<file path="src/rtl/i2c_byte_controller.sv">
// Byte-level I2C master sequencer: drives an external 8-bit shift register and
// generates SCL/SDA for START, repeated START, one data byte + ACK, and STOP.
module i2c_byte_controller #(
    parameter int CLK_DIV = 4
) (
    input  logic       clock,
    input  logic       reset_n,
    input  logic       cmd_valid,
    output logic       cmd_ready,
    input  logic       cmd_start,
    input  logic       cmd_stop,
    input  logic       cmd_read,
    input  logic [7:0] tx_data,
    input  logic       ack_in,
    output logic [7:0] rx_data,
    output logic       ack_out,
    output logic       done,
    output logic       busy,
    output logic       scl_o,
    output logic       sda_o,
    input  logic       sda_i,
    output logic       sr_load,
    output logic       sr_shift,
    output logic       sr_inb,
    output logic [7:0] sr_ins,
    input  logic [7:0] sr_out
);

    localparam int DIV_W = $clog2(CLK_DIV);

    typedef enum logic [2:0] {
        S_IDLE  = 3'd0,
        S_START = 3'd1,
        S_DATA  = 3'd2,
        S_ACK   = 3'd3,
        S_STOP  = 3'd4,
        S_WAIT  = 3'd5
    } state_t;

    state_t           state_q, state_d;
    logic [DIV_W-1:0] div_q, div_d;
    logic [1:0]       qtr_q, qtr_d;
    logic [2:0]       bit_q, bit_d;
    logic             read_q, read_d;
    logic             stop_q, stop_d;
    logic             scl_q, scl_d;
    logic             sda_q, sda_d;
    logic [7:0]       rx_q, rx_d;
    logic             ack_q, ack_d;
    logic             done_q, done_d;

    logic ready_s, accept_s, tick_s, qend_s, shift_s, boundary_s, active_s;

    assign ready_s  = (state_q == S_IDLE) || (state_q == S_WAIT);
    assign active_s = (state_q == S_START) || (state_q == S_DATA) ||
                      (state_q == S_ACK)   || (state_q == S_STOP);
    assign accept_s = cmd_valid & ready_s;
    assign tick_s   = (div_q == DIV_W'(CLK_DIV - 1));
    assign qend_s   = tick_s && (qtr_q == 2'd3);

    // Next-state, counters, command capture and line-drive selection
    always_comb begin
        state_d    = state_q;
        div_d      = div_q;
        qtr_d      = qtr_q;
        bit_d      = bit_q;
        read_d     = read_q;
        stop_d     = stop_q;
        scl_d      = scl_q;
        sda_d      = sda_q;
        rx_d       = rx_q;
        ack_d      = ack_q;
        done_d     = 1'b0;
        shift_s    = 1'b0;
        boundary_s = 1'b0;

        if (active_s) begin
            boundary_s = tick_s;
            if (tick_s) begin
                div_d = '0;
                qtr_d = qtr_q + 2'd1;
            end else begin
                div_d = div_q + DIV_W'(1);
            end
        end else begin
            div_d = '0;
            qtr_d = 2'd0;
        end

        case (state_q)
            S_IDLE, S_WAIT: begin
                if (accept_s) begin
                    // From IDLE a START is mandatory regardless of cmd_start
                    state_d    = ((state_q == S_IDLE) || cmd_start) ? S_START : S_DATA;
                    read_d     = cmd_read;
                    stop_d     = cmd_stop;
                    bit_d      = 3'd0;
                    boundary_s = 1'b1;
                end else begin
                    state_d = state_q;
                end
            end
            S_START: begin
                if (qend_s) begin
                    state_d = S_DATA;
                    bit_d   = 3'd0;
                end else begin
                    state_d = S_START;
                end
            end
            S_DATA: begin
                if (qend_s) begin
                    shift_s = 1'b1;
                    bit_d   = bit_q + 3'd1;
                    state_d = (bit_q == 3'd7) ? S_ACK : S_DATA;
                end else begin
                    state_d = S_DATA;
                end
            end
            S_ACK: begin
                if (qend_s) begin
                    state_d = stop_q ? S_STOP : S_WAIT;
                    rx_d    = sr_out;
                    ack_d   = read_q ? ack_q : sda_i;
                    done_d  = 1'b1;
                end else begin
                    state_d = S_ACK;
                end
            end
            S_STOP: begin
                if (qend_s) begin
                    state_d = S_IDLE;
                end else begin
                    state_d = S_STOP;
                end
            end
            default: begin
                state_d = S_IDLE;
            end
        endcase

        if (boundary_s) begin
            case (state_d)
                S_START: begin
                    case (qtr_d)
                        2'd0:    begin scl_d = scl_q; sda_d = 1'b1; end
                        2'd1:    begin scl_d = 1'b1;  sda_d = 1'b1; end
                        2'd2:    begin scl_d = 1'b1;  sda_d = 1'b0; end
                        default: begin scl_d = 1'b0;  sda_d = 1'b0; end
                    endcase
                end
                S_DATA, S_ACK: begin
                    scl_d = qtr_d[1];
                    sda_d = sda_q;
                end
                S_STOP: begin
                    case (qtr_d)
                        2'd0:    begin scl_d = 1'b0; sda_d = 1'b0; end
                        2'd1:    begin scl_d = 1'b1; sda_d = 1'b0; end
                        default: begin scl_d = 1'b1; sda_d = 1'b1; end
                    endcase
                end
                S_WAIT: begin
                    scl_d = 1'b0;
                    sda_d = 1'b0;
                end
                default: begin
                    scl_d = 1'b1;
                    sda_d = 1'b1;
                end
            endcase
        end else if ((qtr_q == 2'd0) && (div_q == '0)) begin
            // SDA updates one clock into q0 so it sees sr_out after the previous shift
            if (state_q == S_DATA) begin
                sda_d = sr_out[7];
            end else if (state_q == S_ACK) begin
                sda_d = read_q ? ack_in : 1'b1;
            end else begin
                sda_d = sda_q;
            end
        end else begin
            sda_d = sda_q;
        end
    end

    // State and datapath registers
    always_ff @(posedge clock or negedge reset_n) begin
        if (!reset_n) begin
            state_q <= S_IDLE;
            div_q   <= '0;
            qtr_q   <= 2'd0;
            bit_q   <= 3'd0;
            read_q  <= 1'b0;
            stop_q  <= 1'b0;
            scl_q   <= 1'b1;
            sda_q   <= 1'b1;
            rx_q    <= 8'h00;
            ack_q   <= 1'b1;
            done_q  <= 1'b0;
        end else begin
            state_q <= state_d;
            div_q   <= div_d;
            qtr_q   <= qtr_d;
            bit_q   <= bit_d;
            read_q  <= read_d;
            stop_q  <= stop_d;
            scl_q   <= scl_d;
            sda_q   <= sda_d;
            rx_q    <= rx_d;
            ack_q   <= ack_d;
            done_q  <= done_d;
        end
    end

    assign cmd_ready = ready_s;
    assign busy      = active_s;
    assign scl_o     = scl_q;
    assign sda_o     = sda_q;
    assign rx_data   = rx_q;
    assign ack_out   = ack_q;
    assign done      = done_q;
    assign sr_load   = accept_s;
    assign sr_ins    = cmd_read ? 8'hFF : tx_data;
    assign sr_shift  = shift_s;
    assign sr_inb    = shift_s & sda_i;

endmodule

</file>
<file path="config.mk">
export PLATFORM = sky130hd
export DESIGN_NAME = i2c_byte_controller
export DESIGN_NICKNAME = d
export VERILOG_FILES = /design/src/rtl/i2c_byte_controller.sv
export SDC_FILE = /design/constraint.sdc
export NUM_CORES = 1
export LEC_CHECK = 0
export BUFFER_PORTS_ARGS = -buffer_cell sky130_fd_sc_hd__clkbuf_2
export CAP_MARGIN = 20
export CORE_UTILIZATION = 45
export DETAILED_ROUTE_END_ITERATION = 10
export GPL_ROUTABILITY_DRIVEN = 0
export GPL_TIMING_DRIVEN = 0
export PLACE_DENSITY = 0.73
export RECOVER_POWER = 100
export SLEW_MARGIN = 20
export SYNTH_ARGS = -nofsm -noshare
export SYNTH_HDL_FRONTEND = slang
export SYNTH_SLANG_ARGS = --single-unit
</file>
<file path="constraint.sdc">
create_clock -name clock -period 3.1 [get_ports clock]
set_input_delay 0.62 -clock clock [delete_from_list [all_inputs] [get_ports clock]]
set_output_delay 0.62 -clock clock [all_outputs]
set_load 0.1 [all_outputs]
</file>
## Word level (Yosys, flattened, before mapping)

Index checks and enable logic that the tools add are counted.

| storage, ports and cells | value |
|---|---|
| ROM bits | 0 |
| bits in writable memories | 0 |
| latch bits | 0 |
| flip-flop bits (word level) | 24 |
| word-level logic and storage cells | 96 |
| input bits | 24 |
| memories | 0 |

| operators by class | value |
|---|---|
| eq/ne operators | 20 |
| bitwise logic cells | 3 |
| shift-type cells | 0 |
| mux-type cells | 35 |
| add/sub/neg operators | 3 |
| reductions and logical operators | 24 |
| $mul | 0 |
| divide/modulo/power cells | 0 |
| order comparisons | 0 |

Operator list:

| kind | count |
|---|---|
| 3-bit two-way mux | 6 |
| 1-bit two-way mux | 17 |
| 3-bit equality test (second input constant) | 5 |
| 3-bit one-hot mux with 5 select lines | 1 |
| 3-bit by 2-bit equality test with 1-bit output (second input constant) | 4 |
| 2-bit two-way mux | 6 |
| 2-bit inequality test (second input constant) | 5 |
| 3-bit one-hot mux with 3 select lines | 1 |
| 8-bit two-way mux | 1 |
| 1-bit one-hot mux with 4 select lines | 2 |
| 2-bit OR reduction | 4 |
| 2-bit equality test (second input constant) | 3 |
| 3-bit by 1-bit equality test with 1-bit output (second input constant) | 2 |
| 2-bit logical NOT | 3 |
| 2-bit AND reduction | 3 |
| 3-bit AND reduction | 2 |
| 3-bit nonzero test | 2 |
| 1-bit logical OR | 5 |
| 2-bit by 1-bit adder with 2-bit output (second input constant) | 2 |
| 4-bit AND reduction | 1 |
| 3-bit by 1-bit adder with 3-bit output (second input constant) | 1 |
| 3-bit logical NOT | 1 |
| 1-bit AND | 2 |
| 2-bit by 1-bit equality test with 1-bit output (second input constant) | 1 |
| other kinds (4) | 5 |

## Depth between registers and ports, before layout

Gate-level depths: netlist of the first run.

| depth | value |
|---|---|
| depth after elaboration | 10 |
| mapped depth | 10 |
| mapped depth without buffers | 9 |

## Worst setup path after synthesis of the first run

Ideal clock, no wire load.

| timing path | value |
|---|---|
| kind | register to output |
| start | reg div_q[0] |
| end | out sr_inb |
| required time | 2,480 ps |
| cell stages (with the launch flop) | 6 |
| path slack | -518 ps |
| arrival time | 2,998 ps |
| path through | dfrtp_1 -> ha_1 -> buf_6 -> nand2_2 -> nor3_2 -> and2_1 |

| on the way | value |
|---|---|
| longest elaborated chain between the ends | 5 |

RTL lines:

| element | line | source |
|---|---|---|
| from (decl) | 41 | `logic [DIV_W-1:0] div_q, div_d;` |
| from (signal assigned) | 202 | `div_q <= div_d;` |
| 2-bit equality test | 58 | `assign tick_s = (div_q == DIV_W'(CLK_DIV - 1));` |
| 1-bit logical AND | 59 | `assign qend_s = tick_s && (qtr_q == 2'd3);` |
| 1-bit two-way mux | 112 | `if (qend_s) begin` |
| 1-bit two-way mux | 90 | `case (state_q)` |
| via sr_shift | 23 | `output logic sr_shift,` |
| 1-bit AND | 225 | `assign sr_inb = shift_s & sda_i;` |
| to (decl) | 24 | `output logic sr_inb,` |

The timed path passes the listed nets, and every way through them passes these cells.

## Worst setup path after layout of the first run

| timing path | value |
|---|---|
| start | reg div_q[0] |
| end | out sr_inb |

| on the way | value |
|---|---|
| longest elaborated chain between the ends | 5 |

RTL lines:

| element | line |
|---|---|
| 2-bit equality test | 58 |
| 1-bit logical AND | 59 |
| 1-bit two-way mux | 112 |
| 1-bit two-way mux | 90 |
| 1-bit AND | 225 |

No other way between the ends.

==> results.cfg, run 1 <==
[global_route]
grt_usage_pct = 18.87
grt_max_degree = 25
antenna_found_initial = 0
grt_pass1_vias = 1127
grt_overflow = 0
grt_pass1_wl_um = 4761

[timing]
relSlewSlack_pct = 14.80
finalWorstSetupSlack_ns = 0.2938
setup_viol = 0
period_minus_slack_ns = 2.806
worst_clock_skew_ns = 0.009698
slew_violations = 0
finalHoldViolCount = 0
setup_tns_ns = 0
worst_pin_slew_ns = 1.278
fin_crit_sh_pct = 90.52
max_freq_mhz = 356.4
rsz0062_at_grt = false

[clocking]
cts_resized = 0
cts_max_path_buffers = 2
cts.sinks = 24
path_clk_slew_ns = 0.12
cts_tree = yes
hold_buffers = 0
clk_latency_ns = 0.32
clock-root-buffer = clkbuf_4
cts_setup_buffers = 0
cts_max_level = 1
cts_buffers = 3

[synth]
synth.most_common_cell = dfrtp_1
synth_ff_type = dfrtp_1
synth_top_cell_by_area = dfrtp_1
synthTopCellsByArea = dfrtp_1 (37%), mux2_2 (9.6%), ha_1 (7.1%), dfstp_2 (5.6%), or2_2 (3.6%)
synth_area_sq_um = 1406
syn_area_per_cell_sq_um = 11.34
yosysWarnings = 0
synth_commonest_cells = dfrtp_1 (21), mux2_2 (12), inv_1 (9)
synth_top_area_share_pct = 37.37
post_synth_num_cell_types = 41
postSynthCellCount = 124
synth-edff-count = 0
syn_nets = 156
ys_seq_area_share_pct = 42.97
ys_ff_latch = 24
async_flop_share_pct = 100.0

[floorplan]
dieArea_sq_um = 3353
die_w_um = 57.91
die-height_um = 57.91
initial_utilization_pct = 49.30
fp-row-count = 19
io_pins = 49
core-area_sq_um = 2853

[finish]
num-nets-final = 209
final_area_sq_um = 1645
area_delta_synth_final_pct = 16.99
layout-drive-gt1-share_pct = 38.07
final_util_pct = 57.68
nFillCells = 294
diodes = 0

[routing]
wl_um = 2824
vias = 1088
wl_per_cell_um = 13.64
viasPerCell = 5.256
drc_errors = 1
drtIter0Drc = 24
dr.pass1.iters = 7
antenna_left = 0

[setup_path]
rr_startpoint = state_q[0]
cp_slowest_cell = clkbuf_2
r2r_end = sda_o
crit_chain = ha_1 > buf_6 > nand2_2 > nor3_2 > and2_2 > clkbuf_2
endpoint_kind = primary output
cp.required_ns = 2.48
ff2ff_setup_slack_ns = 0.84
crit_family = simple AND/OR/NAND/NOR gates
critPathLaunchType = flop
crit_buf_inv = 2
crit_fanout = 7
r2r_cells = 9
critical_path_arrival_ns = 2.19
worstSetupPathType = flop to primary output
cp_slowest_stage_delay_ns = 0.44

[hold_path]
hp-start = div_q[0]
hold_depth = 1
min_path_type = flop to flop
min_to = div_q[0]

[outcome]
violations = DRC
status = finished with violations

[power]
p_total_w = 0.001561
worst_ir_drop_vdd_v = 0.0006310
leakagePower_nw = 0.8098
p_per_area_nw_per_um2 = 949.0

[placed_design]
place_area_sq_um = 1693
dp_slack_ns = 0.7584
dpl.hpwl_um = 2277
io_buffers = 48

[flow_run]
maxCapViolCount = 0
## through the flow
stage,instances,hold WS [ns]
floorplan,124,0.3244
global placement,203,0.4585
detailed placement,203,0.4706
CTS,207,0.2940
global route,207,0.5022
finish,207,0.4863
## routing by layer
layer | global-route usage (%) | part of all wire, % | vias up
li1 | - | - | 534
met3 | 3.795 | 4.0 | 4
met5 | 0 | 0 | -
met1 | 22.92 | 44 | 519
met2 | 32.51 | 50 | 31
met4 | 8.163 | 1.4 | 0
## where the power goes
part           total [W]  switching [W]  internal (W)
Sequential      0.000463      0.0000526      0.000410
Combinational   0.000953       0.000689      0.000265
Clock           0.000145      0.0000948     0.0000503
## worst register-to-register path: stages, from the launching register on
cell and delay [ns]:
dfrtp_1 0.42, clkbuf_1 0.43, nor2_4 0.04, xor2_1 0.24
inv_1 0.14, nand2_1 0.11, inv_1 0.06, ha_1 0.21
o311ai_0 0.33, o311a_1 0.23
## state kept, by name, indices dropped and copies added, names as in the netlist
signal / count
ack_out: 1
bit_q: 3
div_q: 2
done: 1
qtr_q: 2
read_q: 1
rx_data: 8
scl_o: 1
sda_o: 1
state_q: 3
stop_q: 1
## worst max-delay path by stage
| stage | start | endpoint | slack, ns | cells past startpoint |
|---|---|---|---|---|
| 3_3_place_gp | div_q[0] | sr_inb | 0.79 | 6 |
| 5_1_grt | div_q[0] | sr_inb | 0.20 | 6 |
| 2_1_floorplan | div_q[0] | sr_inb | 0.24 | 5 |
| 4_1_cts | div_q[0] | sr_inb | 0.39 | 6 |
| 6_report | div_q[0] | sr_inb | 0.29 | 6 |
| 3_5_place_dp | div_q[0] | sr_inb | 0.76 | 6 |
## final cells by class
| type | instances | area (sq um) | share of cell area, % |
|---|---|---|---|
| buffer | 4 | 37.54 | 2.281 |
| clock buffer | 4 | 26.28 | 1.597 |
| sequential | 24 | 604.3 | 36.73 |
| timing repair buffer | 48 | 214.0 | 13.00 |
| multi-input combinational | 86 | 686.9 | 41.75 |
| inverter | 10 | 37.54 | 2.281 |
| tap | 31 | 38.79 | 2.357 |
## cell usage in the layout, fill, tap and decap left out, types with 6 or more instances in the layout
cell / instances
or2_2: 8
dfrtp_1: 21
nand2_1: 6
mux2_2: 12
clkbuf_2: 27
ha_1: 8
clkbuf_1: 23
nor2_1: 9
inv_1: 10
## cells by family (layout without fill, tap and decap cells)
family                   Yosys count  count (layout)  share of synthesized area, %
AND/OR/NAND/NOR                   42              42                         18.33
buffers and inverters             14              66                         5.871
AO/OA/AOI/OAI                     18              18                         11.12
flip-flops                        24              24                         42.97
multiplexers                      14              14                         11.03
XOR/XNOR                           4               4                         3.560
adder cells (fa/ha/maj)            8               8                         7.118
Power figures use the tool's default switching activity.
==> run 2: changes to the inputs <==
Settings changed: CORE_ASPECT_RATIO from default to 0.6.
==> run 2 against run 1 <==
The flow now finishes without violations. Sequential power up 1%. Count of clock-buffer cells in the layout fell by 1. Non-clock buffer count unchanged. Critical path type unchanged. Critical endpoint is now sr_load. Largest cell class unchanged. Largest power group unchanged. Highest routed layer unchanged.
==> results.cfg, run 2 (synthesized netlist as in run 1, its figures left out) <==
[clocking]
cts_max_path_buffers = 2
cts.sinks = 24
clk_latency_ns = 0.26
cts_tree = yes
cts_setup_buffers = 0
cts_max_level = 1
cts_resized = 0
path_clk_slew_ns = 0.08
cts_buffers = 3
hold_buffers = 0
clock-root-buffer = clkbuf_8

[floorplan]
dieArea_sq_um = 3360
die_w_um = 74.17
die-height_um = 45.31
io_pins = 49
initial_utilization_pct = 48.03
core-area_sq_um = 2928
fp-row-count = 15

[outcome]
status = finished, final reports clean

[placed_design]
io_buffers = 48
place_area_sq_um = 1707
dp_slack_ns = 0.7567
dpl.hpwl_um = 2428

[global_route]
grt_overflow = 0
grt_pass1_wl_um = 4836
antenna_found_initial = 0
grt_max_degree = 25
grt_pass1_vias = 998
grt_usage_pct = 19.98

[power]
leakagePower_nw = 0.8399
p_total_w = 0.001699
p_per_area_nw_per_um2 = 994.5
worst_ir_drop_vdd_v = 0.0008246

[setup_path]
cp.required_ns = 2.48
endpoint_kind = primary output
critPathLaunchType = flop
crit_fanout = 10
worstSetupPathType = flop to primary output
ff2ff_setup_slack_ns = 0.78
critical_path_arrival_ns = 2.11

[routing]
drtIter0Drc = 88
wl_per_cell_um = 13.54
vias = 1095
drc_errors = 0
viasPerCell = 5.023
antenna_left = 0
dr.pass1.iters = 4
wl_um = 2952

[timing]
finalHoldViolCount = 0
period_minus_slack_ns = 2.725
fin_crit_sh_pct = 87.90
relSlewSlack_pct = 13.32
slew_violations = 0
setup_tns_ns = 0
max_freq_mhz = 367.0
worst_pin_slew_ns = 1.300
rsz0062_at_grt = false
worst_clock_skew_ns = 0.002897
setup_viol = 0
finalWorstSetupSlack_ns = 0.3750

[finish]
final_area_sq_um = 1708
area_delta_synth_final_pct = 21.44
num-nets-final = 209
diodes = 0
layout-drive-gt1-share_pct = 38.07
final_util_pct = 58.33
final_cell_mix = clkbuf_2 (27), clkbuf_1 (22), dfrtp_1 (21)
largest_register_ffs = 8
layout_commonest_cell = clkbuf_2

[hold_path]
min_path_type = flop to flop

[flow_run]
maxCapViolCount = 0
==> run 2: changes by cell type in the layout (fill, tap and decap cells not counted) <==
cell | previous run | this run
and2_1 | 1 | 0
nor3_4 | 0 | 1
and2_0 | 0 | 1
nor3_2 | 1 | 0
clkbuf_1 | 23 | 22
clkbuf_4 | 3 | 0
nand2_2 | 2 | 1
bufinv_16 | 0 | 1
clkbuf_8 | 0 | 3
nand2_1 | 6 | 7
==> run 2: stage by stage <==
step           instances  hold WS, ns
6_report             218       0.4778
5_1_grt              218       0.5003
4_1_cts              218       0.3602
3_5_place_dp         214       0.4629
3_3_place_gp         214       0.4506
2_1_floorplan        124       0.3244
==> run 2: worst max-delay path: stages (launching register included) <==
cell and delay, ns:
dfrtp_1 0.44, clkbuf_1 0.43, xor2_1 0.17, nor2_2 0.28, clkbuf_2 0.52
==> run 2: layout make-up <==
type                       count  area [sq um]
fill                         294          1220
multi-input combinational     86         690.7
sequential                    24         604.3
timing repair buffer          48         214.0
tap                           42         52.55
clock buffer                   3         41.29
buffer                         4         37.54
inverter                      10         37.54
clock inverter                 1         30.03
==> run 2: path summary, 6_finish.rpt <==
check | end | startpoint | cells past startpoint
min in group asynchronous | bit_q[1] | reset_n | 1
hold reg to reg | div_q[0] | div_q[0] | 1
hold / removal | div_q[0] | div_q[0] | 1
setup reg to reg | sda_o | state_q[0] | 9
max in group asynchronous | rx_data[1] | reset_n | 1
setup / recovery | sr_load | state_q[0] | 4
==> run 2: routing by layer <==
layer	part of all wire (%)	wire length, um	up-vias	GRT usage, %
met3	6.7	198	2	5.357
met1	47	1378	526	29.25
li1	-	-	539	-
met5	0	0	-	0
met2	46	1370	28	31.09
met4	0.14	4	0	1.154
==> run 2: power by group <==
part / switching [W] / total [W] / internal (W)
sequential: 0.0000567 / 0.000468 / 0.000411
clock: 0.0000997 / 0.000272 / 0.000173
combinational: 0.000693 / 0.000959 / 0.000265
total: 0.000850 / 0.00170 / 0.000849
==> run 3: changes to the inputs <==
Settings changed: BUFFER_PORTS_ARGS -buffer_cell sky130_fd_sc_hd__clkbuf_2 to default, DONT_BUFFER_PORTS from default to 1, PLACE_DENSITY 0.73 to default.
Clock period 3.1 ns to 2.7 ns, I/O delays scaled along.
==> run 3 against run 2 <==
Critical path type unchanged. Clock power up 17%. Critical path depth down 1. Non-clock buffer count down 43. Sequential power up 83%. Final cell count down 20%. Hold slack worse by 0.38 ns. Sequential cell count unchanged. Die area unchanged. Count of clock-buffer cells in the layout unchanged. Setup slack worse by 0.23 ns. Cell area down 9.7%. The flow now finishes with violations (capacitance limit, slew limit). Largest power group is now sequential cells.
==> results.cfg, run 3 (synthesized netlist as in run 1, its figures left out) <==
[outcome]
status = finished with violations
violations = capacitance limit, slew limit

[power]
p_total_w = 0.001902
leakagePower_nw = 0.7183
worst_ir_drop_vdd_v = 0.0009086
p_per_area_nw_per_um2 = 1233

[clocking]
cts.sinks = 24
cts_resized = 0
cts_buffers = 3
cts_max_path_buffers = 2
path_clk_slew_ns = 0.09
clk_latency_ns = 0.27
cts_tree = yes
clock-root-buffer = clkbuf_8
cts_max_level = 1

[finish]
final_cell_mix = dfrtp_1 (21), mux2_2 (11), nor2_1 (9), inv_1 (9)
final_cells = 175
diodes = 0
num-nets-final = 166
largest_register_ffs = 8
nFillCells = 289
layout-drive-gt1-share_pct = 24.06
area_delta_synth_final_pct = 9.698
layout_commonest_cell = dfrtp_1

[floorplan]
initial_utilization_pct = 48.03
dieArea_sq_um = 3360
fp-row-count = 15
core-area_sq_um = 2928
die-height_um = 45.31
die_w_um = 74.17
io_pins = 49

[routing]
dr.pass1.iters = 4
drc_errors = 0
antenna_left = 0
vias = 941
drtIter0Drc = 31
wl_um = 3021
wl_per_cell_um = 17.26
viasPerCell = 5.377

[timing]
setup_tns_ns = 0
worst_clock_skew_ns = 0.002444
max_freq_mhz = 390.9
finalHoldViolCount = 0
setup_viol = 0
rsz0062_at_grt = false
worst_pin_slew_ns = 1.546
fin_crit_sh_pct = 94.74
period_minus_slack_ns = 2.558
holdWs_ns = 0.1025
relSlewSlack_pct = -3.019
slew_violations = 6
finalWorstSetupSlack_ns = 0.1419

[setup_path]
critical_path_arrival_ns = 2.02
worstSetupPathType = flop to primary output
crit_family = simple AND/OR/NAND/NOR gates
crit_fanout = 10
cp_slowest_cell = nor2_2
cp.depth = 3
endpoint_kind = primary output
cp.required_ns = 2.16
crit_buf_inv = 1
critPathLaunchType = flop
cp_slowest_stage_delay_ns = 0.94
r2r_cells = 7
crit_chain = buf_6 > xor2_1 > nor2_2

[global_route]
busiest_layer = met2
grt_pass1_vias = 887
grt_pass1_wl_um = 4643
grt_max_degree = 22
use_met1_pct = 28.15
grt.met2_usage_pct = 29.09
grt_overflow = 0
antenna_found_initial = 0
grt_usage_pct = 19.51
met3_usage_pct = 6.027

[placed_design]
io_buffers = 0
place_inst = 168
dp_slack_ns = 0.4240
dpl.hpwl_um = 2296

[hold_path]
min_path_type = primary input to async pin

[flow_run]
maxCapViolCount = 6
## run 3: cell count changes in the layout (fill, tap and decap cells not counted), sizes merged
cell and delta:
buf +4, clkbuf -47
## run 3: where the power goes
group          total [W]  switching [W]  internal (W)  leakage, nW
combinational   0.000727       0.000454      0.000273        0.376
clock           0.000319       0.000121      0.000198       0.0357
sequential      0.000856       0.000390      0.000465        0.307
total            0.00190       0.000965      0.000937        0.718
## run 3: what timing repair did
action / CTS / global route
hold endpoints to repair: 21 / 0
hold buffers: 1 / 0
buffers inserted: 0 / 2
setup endpoints to repair: 0 / 1
## run 3: final timing paths
check / start / endpoint / slack [ns]
worst min register to register: div_q[0] / div_q[0] / 0.47
worst max register to register: state_q[0] / sda_o / 0.22
worst min-delay path: reset_n / ack_out / 0.10
min in group clock: sr_out[4] / rx_data[4] / 0.42
worst max-delay path: state_q[0] / sr_load / 0.14
max in group asynchronous: reset_n / div_q[1] / 1.52
## run 3: routing by layer
metal	wire [um]	part of all wire [%]	vias up
li1	-	-	447
met1	1511	50	468
met2	1329	44	24
met3	171	5.7	2
met4	8	0.26	0
met5	0	0	-
## run 3: worst register-to-register path: stages (launching register included)
cell and delay (ns):
dfrtp_1 0.45, buf_6 0.17, xor2_1 0.18, nor2_2 0.94, a21oi_1 0.16, nor2_1 0.19
o311ai_0 0.17, o311a_1 0.15
## run 3: stage by stage
step	area, sq um	util (%)
6_report	1543	52.69
5_1_grt	1543	52.69
4_1_cts	1588	54.23
3_5_place_dp	1506	51.45
3_3_place_gp	1468	50.13
2_1_floorplan	1415	-
## run 3: final cells by class
cell class / instances / area, sq um / area share [%]
Multi-Input combinational cell: 86 / 685.7 / 44.44
Sequential cell: 24 / 604.3 / 39.17
Tap cell: 42 / 52.55 / 3.406
Timing Repair Buffer: 5 / 46.29 / 3.001
Buffer: 4 / 45.04 / 2.920
Clock buffer: 3 / 41.29 / 2.676
Inverter: 10 / 37.54 / 2.433
Clock inverter: 1 / 30.03 / 1.946
